`src/rtl/lu_acc.sv`:
```
// lu_acc: evaluates a per-point logic function over set-coverage bits and
// counts hits across a fixed-length frame, handing the count off on ack.
module lu_acc #(
   parameter int SET_NUM   = 3,
   parameter int FRAME_LEN = 64,
   parameter int CNT_W     = 7
) (
   input  logic               clk,
   input  logic               rst,
   input  logic               start_i,
   input  logic [2:0]         mode_i,
   input  logic               pt_valid_i,
   input  logic [SET_NUM-1:0] covered_i,
   output logic               hit_valid_o,
   output logic               hit_o,
   output logic               done_o,
   output logic [CNT_W-1:0]   count_o,
   input  logic               ack_i,
   output logic               busy_o
);
   localparam int PW = FRAME_LEN > 1 ? $clog2(FRAME_LEN) : 1;
   localparam logic [PW-1:0] LAST = PW'(FRAME_LEN - 1);

   if ((2 ** CNT_W) <= FRAME_LEN) begin : g_cnt_w_too_small
      $error("lu_acc: CNT_W cannot hold FRAME_LEN hits");
   end

   typedef enum logic [1:0] {IDLE, ACCUM, DONE} state_t;

   state_t           state_q, state_d;
   logic [2:0]       mode_q, mode_d;
   logic [CNT_W-1:0] count_q, count_d;
   logic [PW-1:0]    pt_q, pt_d;
   logic             hit_q, hit_d, hit_valid_q, hit_valid_d;
   logic             done_q, done_d, busy_q, busy_d;
   logic             a, b, hit, acc;

   always_comb begin
      a   = covered_i[SET_NUM-1];
      b   = covered_i[SET_NUM-2];
      hit = mode_q == 3'd1 ? a :
            mode_q == 3'd2 ? a & b :
            mode_q == 3'd3 ? a ^ b :
            mode_q == 3'd4 ? (|covered_i) & ~(&covered_i) :
            mode_q == 3'd5 ? &covered_i :
            mode_q == 3'd6 ? $onehot(covered_i) : 1'b0;
      acc     = state_q == ACCUM && pt_valid_i;
      state_d = state_q;
      mode_d  = mode_q;
      count_d = count_q;
      pt_d    = pt_q;
      if (state_q == IDLE && start_i) begin
         state_d = ACCUM;
         mode_d  = mode_i;
         count_d = '0;
         pt_d    = '0;
      end
      if (acc) begin
         pt_d    = pt_q + 1'b1;
         // saturate instead of wrapping
         count_d = hit && count_q != '1 ? count_q + 1'b1 : count_q;
         if (pt_q == LAST) state_d = DONE;
      end
      if (state_q == DONE && ack_i) state_d = IDLE;
      hit_valid_d = acc;
      hit_d       = acc && hit;
      done_d      = state_d == DONE;
      busy_d      = state_d == ACCUM;
   end

   always_ff @(posedge clk) begin
      if (rst) begin
         state_q     <= IDLE;
         mode_q      <= '0;
         count_q     <= '0;
         pt_q        <= '0;
         hit_q       <= 1'b0;
         hit_valid_q <= 1'b0;
         done_q      <= 1'b0;
         busy_q      <= 1'b0;
      end else begin
         state_q     <= state_d;
         mode_q      <= mode_d;
         count_q     <= count_d;
         pt_q        <= pt_d;
         hit_q       <= hit_d;
         hit_valid_q <= hit_valid_d;
         done_q      <= done_d;
         busy_q      <= busy_d;
      end
   end

   assign hit_o       = hit_q;
   assign hit_valid_o = hit_valid_q;
   assign done_o      = done_q;
   assign busy_o      = busy_q;
   assign count_o     = count_q;
endmodule
```
`config.mk`:
```
export PLATFORM = sky130hd
export DESIGN_NAME = lu_acc
export DESIGN_NICKNAME = d
export VERILOG_FILES = /design/src/rtl/lu_acc.sv
export SDC_FILE = /design/constraint.sdc
export NUM_CORES = 1
export LEC_CHECK = 0
export BUFFER_PORTS_ARGS = -buffer_cell sky130_fd_sc_hd__buf_2
export CAP_MARGIN = 0
export CORE_UTILIZATION = 35
export CTS_CLUSTER_SIZE = 28
export DETAILED_ROUTE_END_ITERATION = 7
export GPL_ROUTABILITY_DRIVEN = 0
export PLACE_DENSITY = 0.52
export SYNTH_ARGS = -nofsm -noshare
export SYNTH_HDL_FRONTEND = slang
export SYNTH_SLANG_ARGS = --single-unit
```
`constraint.sdc`:
```
create_clock -name clk -period 3.05 [get_ports clk]
set_clock_uncertainty 0.2 [all_clocks]
set_input_delay 0.305 -clock clk [delete_from_list [all_inputs] [get_ports clk]]
set_output_delay 0.305 -clock clk [all_outputs]
set_load 0.02 [all_outputs]
```
==> results.sh, run 1 <==
export IMPL_synth_edf_count=0
export IMPL_p_switching_mw=0.133
export IMPL_tns_ps=0
export IMPL_synth_ff_type="dfxtp_1"
export IMPL_irDropWorstVdd_uv=168
export IMPL_sw_frac_of_total_pct=25.6
export IMPL_ios=22
export IMPL_first_iter_violations=41
export IMPL_htreeDepth=1
export IMPL_post_route_drc_count=2
export IMPL_crit_arrival_ps=2210
export IMPL_fp_dieH_um=57.9
export IMPL_core_rowCount=19
export IMPL_cts_buffers_inserted=3
export IMPL_yosysTopAreaCell="dfxtp_1"
export IMPL_dp_hpwl_um=1720
export IMPL_outcome="finished with violations"
export IMPL_synth_seq_area_share_pct=40.3
export IMPL_worstSetupStartpointType="input port"
export IMPL_intPower_mw=0.388
export IMPL_synth_area_leaders="dfxtp_1, nor2_1, a21oi_1"
export IMPL_p_per_area_nw_per_um2=420
export IMPL_instances_no_fill=179
export IMPL_hold_viol_final=0
export IMPL_slowest_stage="fa_1"
export IMPL_rsz0062_at_grt="no"
export IMPL_post_cts_buffers=0
export IMPL_dp_cells=175
export IMPL_syn_to_final_growth_pct=13.6
export IMPL_p_comb_share_pct=11.6
export IMPL_cts_tree="built"
export IMPL_grt_usage_pct=14.6
export IMPL_cpPeakStageDelay_ps=540
export IMPL_grt_pass1_vias=845
export IMPL_dieArea_um2=3350
export IMPL_synth_cell_types=38
export IMPL_cp_num_buf_inv=2
export IMPL_hold_path_class="in2reg"
export IMPL_grt_pass1_wl_um=3710
export IMPL_synth_common_cells="dfxtp_1, nor2_1, a21oi_1, nand2_1"
export IMPL_multi_input_area_um2=596
export IMPL_p_seq_share_pct=57.4
export IMPL_yosysMostFrequentCell="dfxtp_1"
export IMPL_nets=164
export IMPL_die_x_um=57.9
export IMPL_design_core_area_um2=2850
export IMPL_root_buffer="clkbuf_4"
export IMPL_cap_violations=0
export IMPL_crit_family="compound AO/OA/AOI/OAI gates"
export IMPL_antenna_found_initial=0
export IMPL_synthArstFlopShare_pct=0
export IMPL_synth_top_area_share_pct=40.3
export IMPL_final_util_pct=43.6
export IMPL_layout_drive_gt1_share_pct=20.3
export IMPL_p_clk_share_pct=30.9
export IMPL_drt_total_wl_um=2320
export IMPL_maxSlewHeadroom_pct=72.0
export IMPL_fin_crit_ps=2200
export IMPL_ctsResizeCount=0
export IMPL_crit_required_ps=3060
export IMPL_slew_viol_final=0
export IMPL_cts_sinks=22
export IMPL_diodes=0
export IMPL_wire_per_inst_um=12.9
export IMPL_worst_setup_hold_path_clk_slew_ps=120
export IMPL_grt_max_degree=24
export IMPL_grt_ovfl_total=0
export IMPL_worstPathCellList="buf_2 > inv_1 > fa_1 > and4b_1 > a311o_1 > o21a_2 > nand3_1 > mux2_1"
export IMPL_leakage_nw=0.532
export IMPL_synth_cells=127
export IMPL_finalSetupViolations=0
export IMPL_finalCritPeriodShare_pct=72.2
export IMPL_io_buffers=21
export IMPL_start_util_pct=38.3
export IMPL_syn_num_nets=142
export IMPL_tightest_slew_ps=420
export IMPL_crit_fanout=6
export IMPL_syn_area_um2=1090
export IMPL_drt_pass1_iter_count=6
export IMPL_violations="design-rule violations"
export IMPL_holdBufCountCts=0
export IMPL_vias_per_cell=5.40
export IMPL_fillCellCount=285
export IMPL_ant_nets=0
export IMPL_fmax_ghz=0.454
export IMPL_endpoint_kind="flop"
export IMPL_criticalPathCategory="in2reg"
export IMPL_yosys_register_bits=22
export IMPL_clock_path_buffers=2
export IMPL_avgSynthCellArea_um2=8.61
export IMPL_ys_warn_count=0
export IMPL_dr_total_vias=967
export IMPL_seq_area_um2=440
export IMPL_clock_latency_ps=300
stage by stage:
stage | hold slack [ps] | instance area, µm² | power [mW] | setup slack [ps]
floorplan | 239 | 1090 | 0.348 | 722
global placement | 261 | 1210 | 0.365 | 560
detailed placement | 269 | 1210 | 0.367 | 510
CTS | 14.0 | 1240 | 0.530 | 846
global route | 13.8 | 1240 | 0.551 | 791
finish | 24.6 | 1240 | 0.521 | 848
registers in the layout (all words and copies together), names as in the netlist:
name,count
state_q,2
busy_o,1
done_o,1
hit_valid_o,1
count_o,7
pt_q,6
mode_q,3
hit_o,1
layout by cell type, fill, tap and decap left out, types with 2 or more instances in the layout:
cell	instances
buf_2	21
a211oi_1	2
and4_1	2
ha_1	3
mux2_1	3
dfxtp_1	22
clkbuf_4	3
inv_1	7
nor3_1	4
nand2_1	12
nand3_1	7
nor3b_1	2
nand3b_1	2
and3_1	4
a21oi_1	12
nand4_1	2
nor2_1	19
metal layers:
layer / vias to the layer above / GRT usage (%) / part of all wire, %
li1: 503 / - / -
met1: 449 / 19.0 / 47
met2: 13 / 23.6 / 48
met3: 2 / 2.23 / 3.7
met4: 0 / 7.14 / 0.78
met5: - / 0 / 0
power groups by stage:
stage          Sequential [mW]  Combinational, mW  Clock (mW)
3_5_place_dp             0.306             0.0615           0
3_3_place_gp             0.306             0.0595           0
4_1_cts                  0.300             0.0618       0.169
6_report                 0.299             0.0607       0.161
2_1_floorplan            0.307             0.0408           0
5_1_grt                  0.301             0.0688       0.182
kinds of logic after synthesis:
family / count (synthesis) / synth area share (%)
AND/OR/NAND/NOR: 60 / 28.1
AO/OA/AOI/OAI: 26 / 17.0
flip-flops: 22 / 40.3
buffers and inverters: 11 / 5.26
multiplexers: 4 / 4.00
adder cells (fa/ha/maj): 4 / 5.26
worst min-delay path, stage by stage:
cell	delay [ps]
buf_2	100
nand2_1	50
a21oi_1	50
worst paths after layout:
| check | slack, ps | to | from | depth (start not counted) |
|---|---|---|---|---|
| worst min register to register | 280 | count_o[6] | count_o[6] | 2 |
| worst max-delay path | 850 | count_o[4] | covered_i[0] | 8 |
| worst min-delay path | 20 | mode_q[1] | mode_i[1] | 3 |
| worst max register to register | 1030 | count_o[4] | count_o[0] | 6 |
cell type report:
| cell class | count | area share (%) |
|---|---|---|
| clock buffers | 4 | 2.92 |
| inverters | 7 | 2.11 |
| multi-input cells | 94 | 47.9 |
| flip-flops and latches | 22 | 35.4 |
| well taps | 31 | 3.12 |
| repair buffers | 21 | 8.46 |
Note: power is estimated with default switching activity, not from simulation.
==> run 2, diff against run 1 <==
clock period = 2.2 ns   (was 3.05 ns; I/O delays follow)
==> results.sh, run 2 (synthesis gave the netlist of run 1 again) <==
export IMPL_outcome="finished with violations"
export IMPL_violations="design-rule violations"
export IMPL_grt_max_degree=24
export IMPL_finalSetupViolations=0
export IMPL_antenna_found_initial=0
export IMPL_post_route_drc_count=2
export IMPL_dr_total_vias=992
export IMPL_crit_fanout=6
export IMPL_instances_no_fill=188
export IMPL_final_common_cell="dfxtp_1"
export IMPL_cap_violations=0
export IMPL_largest_register_ffs=7
export IMPL_p_comb_share_pct=14.6
export IMPL_grt_pass1_wl_um=4000
export IMPL_post_cts_buffers=0
export IMPL_die_x_um=57.9
export IMPL_endpoint_kind="flop"
export IMPL_reg2reg_to="count_o[4]"
export IMPL_first_iter_violations=24
export IMPL_start_util_pct=38.3
export IMPL_wire_per_inst_um=12.7
export IMPL_drt_total_wl_um=2400
export IMPL_hold_viol_final=0
export IMPL_setup_worst_path_start="covered_i[0]"
export IMPL_hp_start="ack_i"
export IMPL_reg2reg_slack_ps=150
export IMPL_cts_sinks=22
export IMPL_sw_frac_of_total_pct=25.9
export IMPL_cts_buffers_inserted=3
export IMPL_fin_crit_ps=2060
export IMPL_globalRouteMet2Util_pct=26.4
export IMPL_intPower_mw=0.515
export IMPL_design_core_area_um2=2850
export IMPL_grt_ovfl_total=0
export IMPL_drt_pass1_iter_count=5
export IMPL_syn_to_final_growth_pct=20.1
export IMPL_hold_path_class="in2reg"
export IMPL_ant_nets=0
export IMPL_final_util_pct=46.1
export IMPL_criticalPathCategory="in2reg"
export IMPL_maxSlewHeadroom_pct=71.6
export IMPL_worstRegToRegCells=6
export IMPL_mostFrequentLayoutCells="dfxtp_1, buf_2, nor2_1"
export IMPL_slew_viol_final=0
export IMPL_fp_dieH_um=57.9
export IMPL_reg2reg_from="count_o[0]"
export IMPL_clock_latency_ps=310
export IMPL_tightest_slew_ps=426
export IMPL_core_rowCount=19
export IMPL_grt_pass1_vias=909
export IMPL_p_per_area_nw_per_um2=529
export IMPL_grt_usage_pct=15.6
export IMPL_grt_use_met3_pct=4.02
export IMPL_leakage_nw=0.571
export IMPL_diodes=0
export IMPL_htreeDepth=1
export IMPL_crit_arrival_ps=2110
export IMPL_rsz0062_at_grt="no"
export IMPL_dp_hpwl_um=1720
export IMPL_worstSetupStartpointType="input port"
export IMPL_crit_path_end="count_o[2]"
export IMPL_grtUsageMet1_pct=19.2
export IMPL_io_buffers=21
export IMPL_busiest_layer="met2"
export IMPL_vias_per_cell=5.28
export IMPL_root_buffer="clkbuf_4"
export IMPL_dieArea_um2=3350
export IMPL_p_clk_share_pct=25.8
export IMPL_fmax_ghz=0.485
export IMPL_crit_required_ps=2250
export IMPL_layout_drive_gt1_share_pct=22.3
export IMPL_p_seq_share_pct=59.6
export IMPL_worst_setup_hold_path_clk_slew_ps=120
export IMPL_hold_slack_ps=30.8
export IMPL_cts_tree="built"
export IMPL_irDropWorstVdd_uv=427
export IMPL_finalCritPeriodShare_pct=93.6
export IMPL_clock_path_buffers=2
export IMPL_p_switching_mw=0.180
export IMPL_ios=22
export IMPL_dp_cells=181
export IMPL_nets=174
## run 2: cell count changes in the layout (fill, tap and decap cells not counted), sizes merged
cell / previous run / this run
dlygate4sd3: 0 / 4
buf: 21 / 27
clkbuf: 4 / 3
## run 2: metal layers
| layer | vias to the layer above | wire length [µm] |
|---|---|---|
| met5 | - | 0 |
| met4 | 0 | 18 |
| met3 | 2 | 77 |
| met2 | 13 | 1120 |
| met1 | 458 | 1180 |
| li1 | 519 | - |
## run 2: through the flow
stage	area (µm²)	worst slack (ps)	TNS, ps	total power [mW]
floorplan	1090	19.0	0	0.482
global placement	1250	-126	-529	0.518
detailed placement	1250	-169	-791	0.519
CTS	1310	145	0	0.707
global route	1310	47.2	0	0.731
finish	1310	140	0	0.695
## run 2: worst min path at each step
stage	end	slack, ps	cells after the start
final	state_q[1]	30	4
after global placement	mode_q[1]	270	3
after global routing	state_q[1]	40	4
after floorplan	mode_q[0]	150	2
after CTS	state_q[1]	20	4
after detailed placement	mode_q[1]	270	3
## run 2: power groups by stage
stage	sequential (mW)	combinational, mW	clock (mW)
after floorplan	0.426	0.0566	0
after global placement	0.424	0.0941	0
after detailed placement	0.424	0.0956	0
after CTS	0.415	0.102	0.191
after global routing	0.416	0.113	0.202
final	0.415	0.101	0.179
## run 2: final cells by class
| type | instances | area [µm²] |
|---|---|---|
| Tap cell | 31 | 38.8 |
| Multi-Input combinational cell | 94 | 596 |
| Clock buffer | 3 | 22.5 |
| Inverter | 7 | 26.3 |
| Fill cell | 288 | 1540 |
| Timing Repair Buffer | 31 | 190 |
| Sequential cell | 22 | 440 |
## run 2: critical path, stage by stage
cell and delay [ps]:
buf_2 100, inv_1 50, fa_1 540, and4b_1 190, a311o_1 290, buf_4 140
o21ai_2 250, o311ai_0 170, a21oi_1 150
## run 2: what timing repair did
item | 4_1_cts | 5_1_grt
hold endpoints to repair | 4 | 0
hold buffers | 4 | 0
gates resized for setup | 0 | 0
==> run 3, diff against run 2 <==
CORE_UTILIZATION = 45   (was 35)
PLACE_DENSITY = 0.64   (was 0.52)
SLEW_MARGIN = 40   (was unset)
==> results.sh, run 3 (synthesis gave the netlist of run 1 again) <==
export IMPL_dr_total_vias=1009
export IMPL_grt_pass1_vias=929
export IMPL_reg2reg_from="count_o[0]"
export IMPL_fin_crit_ps=2050
export IMPL_reg2reg_slack_ps=170
export IMPL_grt_max_degree=24
export IMPL_grt_ovfl_total=0
export IMPL_p_per_area_nw_per_um2=616
export IMPL_rsz0062_at_grt="no"
export IMPL_crit_required_ps=2250
export IMPL_slew_viol_final=0
export IMPL_largest_register_ffs=7
export IMPL_mostFrequentLayoutCells="dfxtp_1, buf_2, nor2_1"
export IMPL_nets=174
export IMPL_io_buffers=21
export IMPL_first_iter_violations=13
export IMPL_worstRegToRegCells=6
export IMPL_final_util_pct=59.4
export IMPL_ios=22
export IMPL_fp_dieH_um=51.3
export IMPL_irDropWorstVdd_uv=655
export IMPL_design_core_area_um2=2250
export IMPL_clock_path_buffers=2
export IMPL_min_path_cells=4
export IMPL_diodes=0
export IMPL_vias_per_cell=5.42
export IMPL_drt_pass1_iter_count=4
export IMPL_slowest_stage="fa_1"
export IMPL_drt_total_wl_um=2360
export IMPL_hold_end="state_q[1]"
export IMPL_maxSlewHeadroom_pct=72.9
export IMPL_layout_drive_gt1_share_pct=22.8
export IMPL_cap_violations=0
export IMPL_endpoint_kind="flop"
export IMPL_die_x_um=51.3
export IMPL_core_rowCount=17
export IMPL_globalRouteMet2Util_pct=36.6
export IMPL_ant_nets=0
export IMPL_hold_viol_final=0
export IMPL_cpPeakStageDelay_ps=530
export IMPL_tightest_slew_ps=407
export IMPL_post_route_drc_count=0
export IMPL_cts_sinks=22
export IMPL_finalSetupViolations=0
export IMPL_cts_tree="built"
export IMPL_busiest_layer="met2"
export IMPL_wire_per_inst_um=12.7
export IMPL_grt_use_met3_pct=5.36
export IMPL_crit_family="compound AO/OA/AOI/OAI gates"
export IMPL_syn_to_final_growth_pct=22.5
export IMPL_cts_buffers_inserted=3
export IMPL_hold_path_class="in2reg"
export IMPL_clock_latency_ps=310
export IMPL_antenna_found_initial=0
export IMPL_dp_hpwl_um=1750
export IMPL_grtUsageMet1_pct=23.7
export IMPL_place_area_um2=1250
export IMPL_hp_start="ack_i"
export IMPL_dieArea_um2=2630
export IMPL_finalCritPeriodShare_pct=93.3
export IMPL_worst_setup_hold_path_clk_slew_ps=120
export IMPL_root_buffer="clkbuf_4"
export IMPL_grt_pass1_wl_um=3920
export IMPL_reg2reg_to="count_o[5]"
export IMPL_final_cell_area_um2=1340
export IMPL_fmax_ghz=0.487
export IMPL_final_common_cell="dfxtp_1"
export IMPL_htreeDepth=1
export IMPL_ctsResizeCount=0
export IMPL_grt_usage_pct=20.7
export IMPL_crit_fanout=6
export IMPL_worstSetupStartpointType="input port"
export IMPL_start_util_pct=48.5
export IMPL_cp_num_buf_inv=3
export IMPL_criticalPathCategory="in2reg"
export IMPL_worstPathCellList="buf_2 > inv_1 > fa_1 > and4b_1 > a311o_1 > buf_4 > o21ai_2 > o311ai_0 > a21oi_1"
export IMPL_leakage_nw=0.585
export IMPL_crit_arrival_ps=2110
export IMPL_outcome="finished, final reports clean"
==> run 3: changes by cell type in the layout (fill, tap and decap cells not counted), sizes merged <==
cell    change
bufinv      +1
==> run 3: area by class of cell <==
cell class / instances / area (µm²)
clock inverter: 1 / 30.0
multi-input combinational: 94 / 596
tap: 28 / 35.0
fill: 219 / 915
clock buffer: 3 / 22.5
timing repair buffer: 31 / 190
inverter: 7 / 26.3
sequential: 22 / 440
==> run 3: worst max-delay path by stage <==
stage | startpoint | to | cells after the start
after global routing | count_o[0] | count_o[5] | 6
after detailed placement | covered_i[0] | count_o[3] | 9
after CTS | covered_i[0] | count_o[2] | 9
final | covered_i[0] | count_o[2] | 9
after global placement | covered_i[0] | count_o[2] | 9
after floorplan | covered_i[0] | count_o[4] | 7
==> run 3: tightest hold or removal path, delay by kind of cell <==
kind	cells	cell delay [ps]
AND/OR/NAND/NOR	2	120
buffers and inverters	1	90
AO/OA/AOI/OAI	1	60
==> run 3: metrics by stage <==
step	setup WS (ps)	cells	hold slack, ps	TNS [ps]	total power [mW]
CTS	146	186	2.49	0	0.833
floorplan	19.0	127	154	0	0.482
detailed placement	-182	178	271	-894	0.518
global route	49.0	186	40.5	0	0.868
finish	148	186	7.81	0	0.825
global placement	-116	178	259	-478	0.515
==> run 3: where the power goes <==
group / total (mW) / internal, mW / switching, mW
Clock: 0.310 / 0.184 / 0.126
Combinational: 0.100 / 0.0433 / 0.0569
Sequential: 0.415 / 0.407 / 0.00768
==> run 3: repair_timing <==
item / 4_1_cts / 5_1_grt
buffers inserted: 0 / 0
hold endpoints to repair: 4 / 0
setup endpoints to repair: 0 / 0
hold buffers: 4 / 0
==> run 3: routing by layer <==
metal	up-vias	routed length (µm)
met3	4	76
li1	521	-
met1	472	1100
met2	12	1150
met5	-	0
met4	0	35
